<file path="config.mk">
export PLATFORM = sky130hd
export DESIGN_NAME = ps2_host_cmd_ctrl
export DESIGN_NICKNAME = d
export VERILOG_FILES = /design/src/rtl/ps2_host_cmd_ctrl.sv
export SDC_FILE = /design/constraint.sdc
export NUM_CORES = 1
export LEC_CHECK = 0
export BUFFER_PORTS_ARGS = -buffer_cell sky130_fd_sc_hd__buf_2
export CORE_MARGIN = 5
export CORE_UTILIZATION = 43
export DETAILED_ROUTE_END_ITERATION = 8
export GPL_TIMING_DRIVEN = 0
export SLEW_MARGIN = 20
export SYNTH_ARGS = -nofsm -noshare
export SYNTH_HDL_FRONTEND = slang
export SYNTH_SLANG_ARGS = --single-unit
export TNS_END_PERCENT = 20
</file>
<file path="constraint.sdc">
create_clock -name clk -period 2.8 [get_ports clk]
set_clock_uncertainty 0.1 [all_clocks]
set_input_delay 0.14 -clock clk [delete_from_list [all_inputs] [get_ports clk]]
set_output_delay 0.14 -clock clk [all_outputs]
set_load 0.03 [all_outputs]
</file>
<file path="src/rtl/ps2_host_cmd_ctrl.sv">
// PS/2 host command controller: inhibit, request-to-send, hand-off to the tx shifter,
// then collect the device reply, re-sending automatically on RESEND (0xFE).
module ps2_host_cmd_ctrl #(
  parameter int INHIBIT_CYC      = 5000,
  parameter int RTS_CYC          = 50,
  parameter int SEND_TIMEOUT_CYC = 100000,
  parameter int RESP_TIMEOUT_CYC = 1000000,
  parameter int MAX_RETRY        = 3,
  parameter int TMR_W            = 20
) (
  input  logic       clk,
  input  logic       rst,
  input  logic       cmd_valid,
  input  logic [7:0] cmd_data,
  output logic       cmd_ready,
  input  logic       rx_busy,
  input  logic       rx_done,
  input  logic [7:0] rx_data,
  output logic       tx_idle,
  output logic       tx_start,
  output logic [7:0] tx_data,
  input  logic       tx_done,
  output logic       ps2_c_oe,
  output logic       ps2_d_oe,
  output logic       resp_valid,
  output logic [7:0] resp_data,
  output logic       resp_solicited,
  output logic       err_timeout,
  output logic       err_resend,
  output logic       busy
);

  localparam int RTY_W = (MAX_RETRY < 1) ? 1 : $clog2(MAX_RETRY + 1);

  // Timer compares against "last cycle in state" so each phase lasts exactly *_CYC cycles.
  localparam logic [TMR_W-1:0] INH_LAST  = TMR_W'(INHIBIT_CYC - 1);
  localparam logic [TMR_W-1:0] RTS_LAST  = TMR_W'(RTS_CYC - 1);
  localparam logic [TMR_W-1:0] SEND_LAST = TMR_W'(SEND_TIMEOUT_CYC - 1);
  localparam logic [TMR_W-1:0] RESP_LAST = TMR_W'(RESP_TIMEOUT_CYC - 1);
  localparam logic [RTY_W-1:0] RTY_MAX   = RTY_W'(MAX_RETRY);
  localparam logic [7:0]       RESEND_B  = 8'hFE;

  typedef enum logic [2:0] {
    S_IDLE, S_INHIBIT, S_RTS, S_SEND, S_WAIT_RESP
  } state_t;

  state_t           state_q, state_d;
  logic [TMR_W-1:0] timer_q, timer_d, timer_inc;
  logic [RTY_W-1:0] retry_q, retry_d;
  logic [7:0]       tx_data_q, tx_data_d;
  logic [7:0]       resp_data_q, resp_data_d;
  logic             resp_sol_q, resp_sol_d;
  logic             resp_valid_q, resp_valid_d;
  logic             tx_start_q, tx_start_d;
  logic             err_timeout_q, err_timeout_d;
  logic             err_resend_q, err_resend_d;
  logic             cmd_ready_q, cmd_ready_d;

  assign timer_inc = (timer_q == '1) ? timer_q : timer_q + 1'b1;

  always_comb begin
    state_d       = state_q;
    retry_d       = retry_q;
    tx_data_d     = tx_data_q;
    resp_data_d   = resp_data_q;
    resp_sol_d    = resp_sol_q;
    resp_valid_d  = 1'b0;
    tx_start_d    = 1'b0;
    err_timeout_d = 1'b0;
    err_resend_d  = 1'b0;

    unique case (state_q)
      S_IDLE: begin
        if (rx_done) begin
          resp_valid_d = 1'b1;
          resp_sol_d   = 1'b0;
          resp_data_d  = rx_data;
        end
        if (cmd_valid && cmd_ready_q) begin
          tx_data_d = cmd_data;
          retry_d   = '0;
          state_d   = S_INHIBIT;
        end
      end
      S_INHIBIT: begin
        if (timer_q == INH_LAST) state_d = S_RTS;
      end
      S_RTS: begin
        if (timer_q == RTS_LAST) begin
          state_d    = S_SEND;
          tx_start_d = 1'b1;
        end
      end
      S_SEND: begin
        if (tx_done) begin
          state_d = S_WAIT_RESP;
        end else if (timer_q == SEND_LAST) begin
          err_timeout_d = 1'b1;
          state_d       = S_IDLE;
        end
      end
      S_WAIT_RESP: begin
        // A byte arriving on the timeout cycle still counts as the reply.
        if (rx_done) begin
          if (rx_data == RESEND_B) begin
            if (retry_q < RTY_MAX) begin
              retry_d = retry_q + 1'b1;
              state_d = S_INHIBIT;
            end else begin
              err_resend_d = 1'b1;
              state_d      = S_IDLE;
            end
          end else begin
            resp_valid_d = 1'b1;
            resp_sol_d   = 1'b1;
            resp_data_d  = rx_data;
            state_d      = S_IDLE;
          end
        end else if (timer_q == RESP_LAST) begin
          err_timeout_d = 1'b1;
          state_d       = S_IDLE;
        end
      end
      default: state_d = S_IDLE;
    endcase

    timer_d     = (state_d != state_q) ? '0 : timer_inc;
    cmd_ready_d = (state_d == S_IDLE) && !rx_busy;
  end

  always_ff @(posedge clk or negedge rst) begin
    if (!rst) begin
      state_q       <= S_IDLE;
      timer_q       <= '0;
      retry_q       <= '0;
      tx_data_q     <= '0;
      resp_data_q   <= '0;
      resp_sol_q    <= 1'b0;
      resp_valid_q  <= 1'b0;
      tx_start_q    <= 1'b0;
      err_timeout_q <= 1'b0;
      err_resend_q  <= 1'b0;
      cmd_ready_q   <= 1'b0;
    end else begin
      state_q       <= state_d;
      timer_q       <= timer_d;
      retry_q       <= retry_d;
      tx_data_q     <= tx_data_d;
      resp_data_q   <= resp_data_d;
      resp_sol_q    <= resp_sol_d;
      resp_valid_q  <= resp_valid_d;
      tx_start_q    <= tx_start_d;
      err_timeout_q <= err_timeout_d;
      err_resend_q  <= err_resend_d;
      cmd_ready_q   <= cmd_ready_d;
    end
  end

  // Bus-direction outputs decode straight from the state register so reset releases them at once.
  assign tx_idle        = (state_q == S_IDLE) || (state_q == S_WAIT_RESP);
  assign ps2_c_oe       = (state_q == S_INHIBIT) || (state_q == S_RTS);
  assign ps2_d_oe       = (state_q == S_RTS);
  assign busy           = (state_q != S_IDLE);
  assign cmd_ready      = cmd_ready_q;
  assign tx_start       = tx_start_q;
  assign tx_data        = tx_data_q;
  assign resp_valid     = resp_valid_q;
  assign resp_data      = resp_data_q;
  assign resp_solicited = resp_sol_q;
  assign err_timeout    = err_timeout_q;
  assign err_resend     = err_resend_q;

endmodule

</file>
# --- Word-level counts from Yosys, hierarchy flattened ---
# Index checks and enable logic that the tools add are counted.
word_totals:
  in_bits: 22
  reg_bits: 47
  output_inout_bits: 26
  elab_cells: 84
op_classes:
  eq_ne: 18
  n_lt_le_gt_ge: 1
  addsub: 2
  n_reduce_logical: 12
  mux: 40
op_table:
  columns: ["op", "n"]
  rows:
  - ["20-bit equality test (second input constant)", 2]
  - ["20-bit 2-to-1 mux", 2]
  - ["3-bit 2-to-1 mux", 8]
  - ["8-bit 2-to-1 mux", 3]
  - ["20-bit by 1-bit adder with 20-bit output (second input constant)", 1]
  - ["20-bit by 13-bit equality test with 1-bit output (second input constant)", 1]
  - ["20-bit by 17-bit equality test with 1-bit output (second input constant)", 1]
  - ["20-bit by 6-bit equality test with 1-bit output (second input constant)", 1]
  - ["1-bit 2-to-1 mux", 17]
  - ["8-bit one-hot mux with 2 select lines", 1]
  - ["3-bit one-hot mux with 5 select lines", 1]
  - ["2-bit != test (second input constant)", 6]
  - ["8-bit equality test (second input constant)", 1]
  - ["2-bit 2-to-1 mux", 4]
  - ["3-bit by 2-bit equality test with 1-bit output (second input constant)", 2]
  - ["3-bit zero test", 2]
  - ["1-bit one-hot mux with 2 select lines", 3]
  - ["5-bit AND reduction", 1]
  - ["2-bit one-hot mux with 2 select lines", 1]
  - ["4-bit AND reduction", 1]
  - ["3-bit by 1-bit equality test with 1-bit output (second input constant)", 1]
  - ["3-bit equality test (second input constant)", 1]
  - ["3-bit != test", 1]
  - ["3-bit nonzero test", 1]
  - ["8 further kinds", 10]

# --- Longest topological paths before layout ---
logic_depth:
  depth_word: 7
  ltp_mapped: 7
  depth_no_buf: 6

# --- Worst setup path after synthesis ---
# OpenSTA, ideal clock, no wires.
synth_path:
  path_kind: "reg-to-reg"
  startpoint: "register state_q[2]"
  endpoint: "register timer_q[16]"
  t_required_ns: 2.574
  arrival_time_ns: 2.160
  path_slack_ns: 0.414
  path_stages_with_launch: 8
  setup_ns: 0.126
  n_path_buf: 2
  synth_period_minus_slack_ns: 2.386
  cell_sequence: "dfrtp_1 buf_2 nor3b_1 nand4_1 nor3_4 or4b_4 buf_4 a21oi_1"
synth_between:
  word_cells_on_any_way: 16
  classes_between: "eq/ne: 6; mux: 9; reduce/logical: 1"
synth_lines:
  columns: ["element", "line", "source"]
  rows:
  - ["from (decl)", "47", "state_t state_q, state_d;"]
  - ["from (signal assigned)", "145", "state_q <= state_d;"]
  - ["3-bit by 2-bit equality test with 1-bit output (*)", null, null]
  - ["named net ps2_d_oe", "24", "output logic ps2_d_oe,"]
  - ["3-bit one-hot mux with 5 select lines (*)", "72", "unique case (state_q)"]
  - ["3-bit != test (*)", "127", "timer_d = (state_d != state_q) ? '0 : timer_inc;"]
  - ["2-bit by 1-bit != test with 1-bit output (no line) or 20-bit 2-to-1 mux (tied branches)", null, null]
  - ["to (signal assigned)", "146", "timer_q <= timer_d;"]
  - ["to (decl)", "48", "logic [TMR_W-1:0] timer_q, timer_d, timer_inc;"]
# Mark *: on every way through the listed nets, which the timed path passes. The rest lies on a longest branch.
# A chain may end at the register's enable or synchronous reset.

# --- Final worst setup path ---
layout_path:
  startpoint: "register timer_q[0]"
  endpoint: "register timer_q[8]"
layout_between:
  elab_chain_cells: 6
  word_cells_on_any_way: 17
  classes_between: "add/sub: 1; eq/ne: 7; mux: 9"
layout_rtl:
  columns: ["element", "line"]
  rows:
  - ["20-bit equality test or 20-bit by 17-bit equality test with 1-bit output (tied branches)", "119, 97"]
  - ["3-bit 2-to-1 mux (on tied branches)", "119, 97"]
  - ["3-bit 2-to-1 mux (on tied branches)", "104, 95"]
  - ["3-bit one-hot mux with 5 select lines", "72"]
  - ["3-bit != test", "127"]
  - ["2-bit by 1-bit != test with 1-bit output (no line) or 20-bit 2-to-1 mux (tied branches)", null]
# Several ways; a longest one is shown, not always the timed one. The select of a mux whose other input is x is not followed.

==> results.md <==
- The initial utilization of the core area, before any placement, comes to 44.6%.
- The leakage power is ~1.3 nW.
- The category of the worst setup path launch point is a flop.
- The fraction of the mapped netlist area in simple logic gates is a little over a fifth.
- The slowest stage of the critical path belongs to the cell sky130_fd_sc_hd__o41ai_1.
- The clock sink count is 47.
- The clock insertion delay at the later pin of the skew report is 290 ps.
- The mean cell area of the mapped netlist is 10.7 sq um.
- By area, the combinational part of the netlist is dominated by simple AND/OR/NAND/NOR gates.
- The biggest area contributor in the post-synthesis netlist is sky130_fd_sc_hd__dfrtp_1.
- The full die area is 7360 sq um.
- The worst register-to-register path begins at timer_q[0]$_DFFE_PN0P_.
- After detailed routing, the average wire length per cell comes to 14.5 um.
- Net switching is about two fifths of the power.
- By area the synthesized netlist is led by sky130_fd_sc_hd__dfrtp_1, sky130_fd_sc_hd__mux2_2, sky130_fd_sc_hd__xor2_1.
- The post-cts sizing count is 0.
- After detailed routing, the number of vias per cell comes to about 5.4.
- Prior to clock tree synthesis, the placed netlist has a worst setup slack of 295 ps.
- Port buffering added 47 buffers.
- The delay of the slowest critical-path stage is 540 ps.
- Total power for the finished layout comes to 2.34 mW.
- For this run, the leading register cell type out of synthesis is sky130_fd_sc_hd__dfrtp_1.
- The share of total power in sequential cells is 40.7%.
- The H-tree depth reported by CTS is 2.
- Across the run, the number of max-cap violations was 0.
- The diode insertion count for antenna repair is 0.
- The synthesized netlist devotes approximately an eighth of its cell area to compound gates.
- The share of cell area taken by muxes after synthesis is 8.51%.
- The site row count is 27.
- The post-route fraction of the period consumed by the critical path is between 80% and 90%.
- The ratio of cells with drive above 1 in the final layout is 29.3%.
- The deepest clock path buffer count is 2.
- In this run the remaining antenna-violating nets after routing total 0.
- The count of cell types in the netlist is 53.
- Setup total negative slack on the finished layout was measured at 0 ps.
- Across every metal layer, demand over resource in global routing totals 16.4%.
- The number of placed instances, taps included is 350.
- The total number of yosys warnings is 0.
- The detailed-route wire length is 5.47 mm.
- The parity-gate share of the synthesized area counting xor and xnor cells is 4.96%.
- The number of buffers and inverters on the critical path is 1.
- The routability congestion estimate is 0.846.
- The first-pass iteration count of the detailed router is 4.
- The signal on the critical path passes through ha_1, and4_1, nand2_1, o41ai_1, o31a_1, buf_2, a22oi_1.
- Cell internal power was estimated by the tool at 1.39 mW.
- Summed over all nets, the half-perimeter wirelength after detailed placement is roughly 3.9 mm.
- Summing the areas of all fa, ha and maj instances in the mapped netlist gives approximately 1.5% of the synthesized area.
- The number of DRC violations after detailed routing is 0.
- The portion of the post-synthesis area used by sequential elements is 47.6%.
- The start point of the critical path is timer_q[0]$_DFFE_PN0P_.
- The first global-routing pass estimated 9.70 mm of wire.
- The top fanout value on the critical path is 10.
- The die width is about 86 um.
- The proportion of power drawn by combinational gates is 43.1%.
- The cell chosen for the clock root is sky130_fd_sc_hd__clkbuf_8.
- The endpoint class of the critical path is a flop.
- The minimum period implied by the final worst setup slack is 2490 ps.
- During I/O placement, the number of pins put on the boundary was 48.
- The critical path required time is 2870 ps.
- Clock-pin slew was measured on the worst setup and hold paths at 80 ps.
- The switching power of the nets is between 0.9 and 1 mW.
- In the layout the commonest cells are sky130_fd_sc_hd__buf_2, sky130_fd_sc_hd__dfrtp_1, sky130_fd_sc_hd__a21oi_1, sky130_fd_sc_hd__dlygate4sd3_1, sky130_fd_sc_hd__mux2_2.
- The synthesized instance count is about 230.
- For met3 alone, demand over resource in global routing was roughly 4.2%.
- The final max-slew violation count is 0.
- TritonCTS built the clock tree.
- The number of setup violations in the final report is 0.
- The area growth from synthesis to final layout is 23.9%.
- VDD sags by at most about 0.00042 V.
- Measured against its own limit, the worst slew margin works out to 61.4%.
- The initial antenna violation count was 0.
- The initial DRC count is 49.
- The transition time at the pin with the least slew margin is 579 ps.
- The via count of the first global-routing pass is 2020.
- The clock network burns 16.2% of the power.
- The number of filler cells placed in the layout is 483.
- For this run, global-route usage on met1 was measured as 22.5%.
- The synthesized netlist occupies a cell area of 2470 sq um.
- The number of nets in the synthesized netlist is between 200 and 300.
- Measured along the y axis, the die boundary spans approximately 86 um.
- The net count of the finished layout is 328.
- Leaving out filler cells and counting taps, the final layout contains 376.
- Buffers inserted during clock tree synthesis total 5.
- The min-delay analysis places its worst path in the category in -> reg.
- Entering global routing, the biggest net connects 48 pins.
- The category of the most critical setup path is reg -> reg.
- The critical path's top delay family is compound AO/OA/AOI/OAI gates.
- The placeable core region is approximately 5500 sq um.
- Counting flops with an async set or reset pin after synthesis yields a share of 100%.
- The number of vias in the routed layout is 2019.
- The power density over the cells is around 760 nW/um^2.
- The most common library cell in the layout ignoring fill and taps is sky130_fd_sc_hd__buf_2.
- Timing would allow up to 401 MHz.
- The startpoint identified for the worst hold timing path is tx_done.
- The layer flagged by global routing as most heavily used is met2.
- The synthesized design contains 0 enable-type register cells.
- Global routing consumed, on the met2 layer, 26.1% of the routing resources.
- The run finished with clean final reports.
- The top cell type by area accounts for 47.6% of the synthesized area.
- Setup repair after global routing left no endpoint under its margin.
- The total global routing overflow is 0.
- For the worst setup path, the data arrival time is 2560 ps.
- The final count of hold timing violations came to 0.
- The worst path setup slack after routing is 309 ps.
- In this run, synthesis produced a sequential element count of 47.
-- area by class of cell --
type	instances	area (sq um)	share of cell area [%]
buffer	11	63.8	2.09
clock buffer	7	76.3	2.49
clock inverter	1	5.00	0.164
inverter	6	22.5	0.736
multi-input combinational	167	1210	39.5
sequential	47	1180	38.4
tap	72	90.1	2.94
timing repair buffer	65	418	13.7
-- metal layers --
layer	vias to the layer above	wire (um)
li1	998	-
met2	55	2520
met4	0	51
met3	6	336
met5	-	0
met1	960	2570
-- power groups by stage --
stage / Clock (mW) / Combinational [mW] / Sequential [mW]
floorplan: 0 / 0.450 / 1.22
global placement: 0 / 0.992 / 0.961
detailed placement: 0 / 0.998 / 0.965
CTS: 0.401 / 1.02 / 0.950
global route: 0.443 / 1.08 / 0.976
finish: 0.379 / 1.01 / 0.950
-- metrics by stage --
step           instance area (sq um)  util [%]  hold slack (ps)
2_1_floorplan                   2470         -             -256
3_3_place_gp                    2800      50.5              213
3_5_place_dp                    2800      50.5              203
4_1_cts                         3060      55.2             22.3
5_1_grt                         3060      55.2             13.1
6_report                        3060      55.2             23.0
-- synthesized netlist by cell type, types with 2 or more instances --
cell type,number
sky130_fd_sc_hd__dfrtp_1,47
sky130_fd_sc_hd__a21oi_1,20
sky130_fd_sc_hd__mux2_2,16
sky130_fd_sc_hd__nand2_1,14
sky130_fd_sc_hd__nor2_1,13
sky130_fd_sc_hd__xor2_1,12
sky130_fd_sc_hd__nand4_1,10
sky130_fd_sc_hd__o21ai_0,8
sky130_fd_sc_hd__inv_1,6
sky130_fd_sc_hd__nand3_1,6
sky130_fd_sc_hd__and4_1,5
sky130_fd_sc_hd__clkbuf_1,5
sky130_fd_sc_hd__nand3b_1,4
sky130_fd_sc_hd__nor3_1,4
sky130_fd_sc_hd__nor4_1,4
sky130_fd_sc_hd__and3_1,3
sky130_fd_sc_hd__buf_2,3
sky130_fd_sc_hd__ha_1,3
sky130_fd_sc_hd__mux2i_1,3
sky130_fd_sc_hd__nand2b_1,3
sky130_fd_sc_hd__nor3b_1,3
sky130_fd_sc_hd__o2111ai_1,3
sky130_fd_sc_hd__a22oi_1,2
sky130_fd_sc_hd__and2_1,2
sky130_fd_sc_hd__buf_6,2
sky130_fd_sc_hd__o211ai_1,2
sky130_fd_sc_hd__xnor2_1,2
-- flip-flops by register name (all words and copies together) (netlist names) --
name / flops
retry_q: 2
err_timeout: 1
resp_data: 8
tx_start: 1
resp_solicited: 1
timer_q: 20
tx_data: 8
resp_valid: 1
cmd_ready: 1
err_resend: 1
state_q: 3
-- cell families (layout without fill, tap and decap cells) --
kind of cell / count (synthesis) / count (layout)
AND/OR/NAND/NOR: 86 / 86
flip-flops: 47 / 47
AO/OA/AOI/OAI: 45 / 45
multiplexers: 19 / 19
buffers and inverters: 17 / 90
XOR/XNOR: 14 / 14
adder cells (fa/ha/maj): 3 / 3
-- what timing repair did --
action                    in CTS  in global routing
hold endpoints to repair      64                  0
hold buffers                  18                  0
setup buffers                  0                  0
-- final timing paths --
kind,endpoint,slack [ps],cells after the start
worst min-delay path,state_q[2]$_DFF_PN0_,20,3
worst min register to register,resp_solicited$_DFFE_PN0P_,390,1
min in group asynchronous,tx_data[0]$_DFFE_PN0P_,300,2
worst max-delay path,timer_q[8]$_DFFE_PN0P_,310,7
worst max register to register,timer_q[8]$_DFFE_PN0P_,310,7
max in group asynchronous,resp_data[1]$_DFFE_PN0P_,1920,2
-- worst min-delay path, cell delays in order --
cell and delay (ps):
sky130_fd_sc_hd__buf_2 110, sky130_fd_sc_hd__inv_1 50, sky130_fd_sc_hd__o32ai_1 70
Note: power is estimated with default switching activity, not from simulation.
